**src/rtl/int_ctrl.sv**
```systemverilog
// Reset and interrupt sequencer for proc: holds proc in reset, then arbitrates
// reset/NMI/IRQ requests and presents the vector through a req/ack handshake.
module int_ctrl #(
  parameter int SYNC_STAGES = 2,
  parameter int RESET_HOLD  = 7
) (
  input  logic        clk,
  input  logic        reset,
  input  logic        nmi_n,
  input  logic        irq_n,
  input  logic        i_flag,
  input  logic        int_ack,
  output logic        proc_resetn,
  output logic        int_req,
  output logic [15:0] int_vector,
  output logic        int_is_nmi,
  output logic        int_is_reset
);

  localparam int CW = (RESET_HOLD > 1) ? $clog2(RESET_HOLD) : 1;
  localparam logic [CW-1:0] HOLD_LAST = CW'(RESET_HOLD - 1);

  localparam logic [15:0] VEC_NMI   = 16'hFFFA;
  localparam logic [15:0] VEC_RESET = 16'hFFFC;
  localparam logic [15:0] VEC_IRQ   = 16'hFFFE;

  typedef enum logic [2:0] {
    ST_HOLD,
    ST_RST_REQ,
    ST_IDLE,
    ST_NMI_REQ,
    ST_IRQ_REQ
  } state_t;

  state_t state_reg, state_next;

  logic [CW-1:0] hold_cnt_reg, hold_cnt_next;
  logic          nmi_prev_reg;
  logic          nmi_latch_reg, nmi_latch_next;
  logic          irq_active_reg;
  logic          nmi_edge;

  logic          proc_resetn_reg, proc_resetn_next;
  logic          int_req_reg, int_req_next;
  logic [15:0]   int_vector_reg, int_vector_next;
  logic          int_is_nmi_reg, int_is_nmi_next;
  logic          int_is_reset_reg, int_is_reset_next;

  // Bit 0 carries nmi_n, bit 1 carries irq_n through identical chains.
  logic [1:0] pin_n;
  logic [1:0] pin_sync;
  assign pin_n = {irq_n, nmi_n};

  genvar gi;
  generate
    for (gi = 0; gi < 2; gi++) begin : g_sync
      logic [SYNC_STAGES-1:0] chain_reg;
      always_ff @(posedge clk or posedge reset) begin
        if (reset) begin
          chain_reg <= '1;
        end else begin
          chain_reg <= {chain_reg[SYNC_STAGES-2:0], pin_n[gi]};
        end
      end
      assign pin_sync[gi] = chain_reg[SYNC_STAGES-1];
    end
  endgenerate

  assign nmi_edge = nmi_prev_reg & ~pin_sync[0];

  always_comb begin
    state_next     = state_reg;
    hold_cnt_next  = hold_cnt_reg;
    nmi_latch_next = nmi_latch_reg;

    case (state_reg)
      ST_HOLD: begin
        hold_cnt_next = hold_cnt_reg + CW'(1);
        if (hold_cnt_reg == HOLD_LAST) begin
          state_next = ST_RST_REQ;
        end
      end
      ST_RST_REQ: begin
        if (int_ack) state_next = ST_IDLE;
      end
      ST_IDLE: begin
        if (nmi_latch_reg)       state_next = ST_NMI_REQ;
        else if (irq_active_reg) state_next = ST_IRQ_REQ;
      end
      ST_NMI_REQ: begin
        if (int_ack) state_next = ST_IDLE;
      end
      ST_IRQ_REQ: begin
        if (int_ack)              state_next = ST_IDLE;
        else if (nmi_latch_reg)   state_next = ST_NMI_REQ;
        else if (!irq_active_reg) state_next = ST_IDLE;
      end
      default: state_next = ST_HOLD;
    endcase

    // A fresh edge coinciding with the NMI ack keeps the latch set.
    if (nmi_edge) begin
      nmi_latch_next = 1'b1;
    end else if (state_reg == ST_NMI_REQ && int_ack) begin
      nmi_latch_next = 1'b0;
    end
  end

  // Outputs are registered copies of what the next state presents.
  always_comb begin
    proc_resetn_next  = (state_next != ST_HOLD);
    int_req_next      = 1'b0;
    int_vector_next   = int_vector_reg;
    int_is_nmi_next   = 1'b0;
    int_is_reset_next = 1'b0;
    case (state_next)
      ST_RST_REQ: begin
        int_req_next      = 1'b1;
        int_vector_next   = VEC_RESET;
        int_is_reset_next = 1'b1;
      end
      ST_NMI_REQ: begin
        int_req_next    = 1'b1;
        int_vector_next = VEC_NMI;
        int_is_nmi_next = 1'b1;
      end
      ST_IRQ_REQ: begin
        int_req_next    = 1'b1;
        int_vector_next = VEC_IRQ;
      end
      default: ;
    endcase
  end

  always_ff @(posedge clk or posedge reset) begin
    if (reset) begin
      state_reg        <= ST_HOLD;
      hold_cnt_reg     <= '0;
      nmi_prev_reg     <= 1'b1;
      nmi_latch_reg    <= 1'b0;
      irq_active_reg   <= 1'b0;
      proc_resetn_reg  <= 1'b0;
      int_req_reg      <= 1'b0;
      int_vector_reg   <= VEC_RESET;
      int_is_nmi_reg   <= 1'b0;
      int_is_reset_reg <= 1'b0;
    end else begin
      state_reg        <= state_next;
      hold_cnt_reg     <= hold_cnt_next;
      nmi_prev_reg     <= pin_sync[0];
      nmi_latch_reg    <= nmi_latch_next;
      irq_active_reg   <= ~pin_sync[1] & ~i_flag;
      proc_resetn_reg  <= proc_resetn_next;
      int_req_reg      <= int_req_next;
      int_vector_reg   <= int_vector_next;
      int_is_nmi_reg   <= int_is_nmi_next;
      int_is_reset_reg <= int_is_reset_next;
    end
  end

  assign proc_resetn  = proc_resetn_reg;
  assign int_req      = int_req_reg;
  assign int_vector   = int_vector_reg;
  assign int_is_nmi   = int_is_nmi_reg;
  assign int_is_reset = int_is_reset_reg;

endmodule
```
**config.mk**
```make
export PLATFORM = sky130hd
export DESIGN_NAME = int_ctrl
export DESIGN_NICKNAME = d
export VERILOG_FILES = /design/src/rtl/int_ctrl.sv
export SDC_FILE = /design/constraint.sdc
export NUM_CORES = 1
export LEC_CHECK = 0
export CORE_ASPECT_RATIO = 1.1
export CORE_MARGIN = 2
export CORE_UTILIZATION = 45
export DETAILED_ROUTE_END_ITERATION = 16
export MAX_ROUTING_LAYER = met4
export PLACE_DENSITY = 0.83
export SYNTH_ARGS = -nofsm -noshare
export SYNTH_HDL_FRONTEND = slang
export SYNTH_SLANG_ARGS = --single-unit
```
**constraint.sdc**
```tcl
create_clock -name clk -period 3.9 [get_ports clk]
set_clock_uncertainty 0.05 [all_clocks]
set_input_delay 0.78 -clock clk [delete_from_list [all_inputs] [get_ports clk]]
set_output_delay 0.78 -clock clk [all_outputs]
set_load 0.005 [all_outputs]
```
### After elaboration in Yosys (flattened, before gate mapping)

Cells that the tools add are included.

| operators by class | value |
|---|---|
| mux-type cells | 14 |
| order comparisons | 0 |
| $add $sub $neg | 1 |
| bitwise operators | 5 |
| reduce and logical (&&, ||, !) cells | 7 |
| $mul | 0 |
| div/mod/pow operators | 0 |
| shift operators | 0 |
| equality and inequality tests | 8 |

Operators by type and width:

| cell | number |
|---|---|
| $pmux 16 s3 | 1 |
| $mux 3 | 7 |
| $pmux 3 s4 | 1 |
| $eq 3x2->1 const B | 3 |
| $eq 3x3->1 const B | 3 |
| $eq 3x1->1 const B | 2 |
| $reduce_bool 3->1 | 2 |
| $mux 1 | 5 |
| $add 3x1->3 const B | 1 |
| $logic_not 3->1 | 1 |
| $not 1->1 | 3 |
| $reduce_or 3->1 | 1 |
| $and 1x1->1 | 2 |
| $reduce_bool 2->1 | 1 |
| $reduce_or 2->1 | 1 |
| $logic_and 1x1->1 | 1 |

| word-level totals | value |
|---|---|
| memories | 0 |
| word-level logic and storage cells | 47 |
| latch bits | 0 |
| memory bits (read-only) | 0 |
| flip-flop bits (word level) | 33 |
| input port bits | 6 |
| memory bits (writable) | 0 |

### Depth between registers and ports, before layout

| logic depth | value |
|---|---|
| depth after elaboration | 7 |
| depth in mapped cells | 6 |
| mapped depth without buffers | 6 |

### Worst setup path before layout

Ideal clock, no wire load.

| path | value |
|---|---|
| path kind | input-to-reg |
| start | input int_ack |
| end | register int_vector_reg[1], in the netlist int_vector[1] |
| stages on the path | 4 |
| path buffers | 0 |
| slack | 2.097 ns |
| data arrival time | 1.687 ns |
| cells stage by stage | or3b_1 a211oi_2 or3_4 o22a_1 |

| on the way | value |
|---|---|
| longest elaborated chain between the ends | 4 |
| elaborated cells between the ends (all ways) | 8 |
| classes of those cells | eq/ne: 3; mux: 4; reduce/logical: 1 |

RTL lines:

| what | RTL line | RTL |
|---|---|---|
| start: declaration | 12 | `input logic int_ack,` |
| $mux 3 (on tied branches) | 94, 84, 91 |  |
| $pmux 3 s4 (*) | 76 | `case (state_reg)` |
| net state_next[2] | 35 | `state_t state_reg, state_next;` |
| $eq 3x3->1, or another cell as far along | 116 | `case (state_next)` |
| $pmux 16 s3 or $reduce_bool 3->1 (tied branches) | -- |  |
| end signal: assignment | 155 | `int_vector_reg <= int_vector_next;` |
| end: declaration | 45 | `logic [15:0] int_vector_reg, int_vector_next;` |

The timed path passes the listed nets; every way through them passes the cells marked *. The select of a mux whose other input is x is not followed.
A chain may end at the register's enable or synchronous reset.

### Worst setup path in the final report

| path | value |
|---|---|
| start | register int_vector_reg[2], in the netlist int_vector[2] |
| end | output int_vector[2] |

RTL lines:

| what | RTL line | RTL |
|---|---|---|
| end: declaration | 15 | `output logic [15:0] int_vector,` |

No word-level cell between the ends.

==> flow_metrics.env <==
export IMPL_core_mm2=0.00178
export IMPL_arrival_ps=1330
export IMPL_hold_path_startpoint="g_sync[0].chain_reg[0]"
export IMPL_hold_path_class="register to register"
export IMPL_port_buffers=11
export IMPL_utilization=0.534
export IMPL_synthDistinctLibCells=26
export IMPL_cts_resized=0
export IMPL_cts_tree="built"
export IMPL_grt_pass1_wl_um=2060
export IMPL_synth_largest_area_cell="dfrtp_1"
export IMPL_area_delta_synth_final_pct=11.7
export IMPL_n_antenna_cell=0
export IMPL_max_freq_mhz=462
export IMPL_synth_warnings=0
export IMPL_slowest_stage="dfstp_2"
export IMPL_place_hpwl_um=888
export IMPL_status="finished clean"
export IMPL_gp_congestion=0.848
export IMPL_synth_cell_area_um2=852
export IMPL_irDropWorstVdd_uv=354
export IMPL_power_leakage_uw=0.000427
export IMPL_grt_use_total=0.135
export IMPL_dr_pass1_iters=4
export IMPL_fin_area_um2=952
export IMPL_first_global_vias=479
export IMPL_die_area_mm2=0.00226
export IMPL_wl_um=1180
export IMPL_grt_setup_unrepaired="false"
export IMPL_worstReg2RegEnd="int_vector[1]"
export IMPL_clock_latency_ps=300
export IMPL_cts_max_path_buffers=2
export IMPL_drc_errors=0
export IMPL_min_path_cells=0
export IMPL_post_cts_buffers=0
export IMPL_holdPathEnd="g_sync[0].chain_reg[1]"
export IMPL_start_kind="register"
export IMPL_synth_seq_area_share=0.567
export IMPL_required_ps=3070
export IMPL_cts_sinks=19
export IMPL_vias_per_cell=4.81
export IMPL_hold_buffers=0
export IMPL_ys_top_cells_by_area="dfrtp_1 38%, dfstp_2 19%, buf_4 12%"
export IMPL_ys_ff_latch=19
export IMPL_syn_instance_count=74
export IMPL_r2r_start="state_reg[0]"
export IMPL_crit_path_end_kind="output port"
export IMPL_root_buffer="clkbuf_4"
export IMPL_fin_crit_sh=0.554
export IMPL_worst_slew_pin_slew_ps=669
export IMPL_path_max_fanout=2
export IMPL_final_setup_tns_ps=0
export IMPL_yosysTopAreaCellShare=0.382
export IMPL_largest_reg_flops=4
export IMPL_hold_viol=0
export IMPL_synth_edf_count=0
export IMPL_vias=505
export IMPL_cp_num_buf_inv=1
export IMPL_ys_flop_type="dfrtp_1"
export IMPL_antenna_found_initial=0
export IMPL_final_max_slew_viol_count=0
export IMPL_dpl_cell_area_um2=925
export IMPL_grt_max_degree=20
export IMPL_htree_levels=1
export IMPL_die_x_um=45.5
export IMPL_path_class="register to output port"
export IMPL_rr_worst_depth=4
export IMPL_clk_pin_slew_ps=100
export IMPL_ant_nets=0
export IMPL_drive_above_1_share=0.161
export IMPL_slew_headroom=0.554
export IMPL_cts_buffers=3
export IMPL_fin_crit_ps=2160
export IMPL_initial_core_util=0.478
export IMPL_p_per_area_mw_per_mm2=654
export IMPL_rows=16
export IMPL_drt_iter0_markers=7
export IMPL_boundaryPins=26
export IMPL_setup_viol=0
export IMPL_crit_chain="clkdlybuf4s50_1"
export IMPL_cp_top_family="flip-flops"
export IMPL_final_cells=105
export IMPL_wl_per_cell_um=11.3
export IMPL_fp_dieH_um=49.6
export IMPL_maxCapViolCount=0
export IMPL_dp_cells=101
export IMPL_async_reset_ff_frac=1.00
export IMPL_syn_avg_cell_area_um2=11.5
export IMPL_grt_ovfl_total=0
export IMPL_rrSetupSlack_ps=2280
export IMPL_nNetsFinal=96
export IMPL_cp_slowest_stage_delay_ps=540
[area by class of cell]
| type | instances | area (µm²) |
|---|---|---|
| flip-flops and latches | 19 | 483 |
| inverters | 4 | 15.0 |
| repair buffers | 11 | 110 |
| multi-input cells | 49 | 294 |
| fillers | 156 | 830 |
| clock buffers | 3 | 22.5 |
| clock inverters | 1 | 5.00 |
| well taps | 18 | 22.5 |
[worst max-delay path by stage]
stage / cells after the start / from / endpoint
after detailed placement: 5 / int_ack / int_vector[1]
after global placement: 5 / int_ack / proc_resetn
final: 1 / int_vector[2] / int_vector[2]
after global routing: 1 / int_vector[2] / int_vector[2]
after floorplan: 4 / int_ack / int_vector[1]
after CTS: 1 / int_vector[2] / int_vector[2]
[routing by layer]
metal	GRT usage	wire length, µm	vias up
met5	-	0	-
met4	0.108	42	0
met3	0.0220	68	4
met2	0.207	605	22
met1	0.148	467	240
li1	-	-	239
[synthesized netlist by cell type, types with 2 or more instances]
master	instances
buf_4	14
dfrtp_1	13
dfstp_2	6
nor2_1	5
inv_1	4
nand2_1	4
nand2b_1	4
conb_1	2
ha_1	2
o21ai_0	2
or3b_1	2
xnor2_1	2
[metrics by stage]
| step | hold slack [ps] | power, µW | setup WS [ps] |
|---|---|---|---|
| CTS | 318 | 631 | 1730 |
| detailed placement | 298 | 534 | 1550 |
| finish | 315 | 623 | 1740 |
| global placement | 296 | 523 | 1590 |
| floorplan | 295 | 453 | 2100 |
| global route | 322 | 676 | 1690 |
[power by group]
part	leakage, µW	switching (µW)	internal [µW]
clock network	0.0000177	58.1	38.2
registers	0.000213	43.3	261
logic	0.000196	100	121
[cells in the final DEF (no fill, tap or decap)]
cell type and instances:
conb_1 14, ha_1 2, a211oi_1 1, xnor2_1 2
clkinv_2 1, nand2_1 4, or3_4 1, or2_2 1
a21oi_1 1, dfstp_2 6, o22ai_1 1, nor3_1 1
mux2i_1 1, clkdlybuf4s50_1 11, nor2b_1 1, nand3b_1 1
nand2b_1 4, o22a_1 1, clkbuf_4 3, a21boi_0 1
a221o_2 1, o21ai_0 2, dfrtp_1 13, and2b_1 1
nor2_1 5, inv_1 4, or3b_1 2, a211oi_2 1
[worst register-to-register path, delay by kind of cell (launching register included)]
| kind | cells | cell delay, ps |
|---|---|---|
| and+or+nand+nor | 2 | 590 |
| DFF | 1 | 450 |
| AOI/OAI and AO/OA | 2 | 430 |
[cell families after synthesis]
kind of cell,synth area share
buffers and inverters,0.141
muxes,0.0117
DFF,0.567
AOI/OAI and AO/OA,0.0808
adders and majority gates,0.0294
xor gates and xnor gates,0.0206
other,0.00881
and+or+nand+nor,0.141
(Power assumes the default switching activity.)
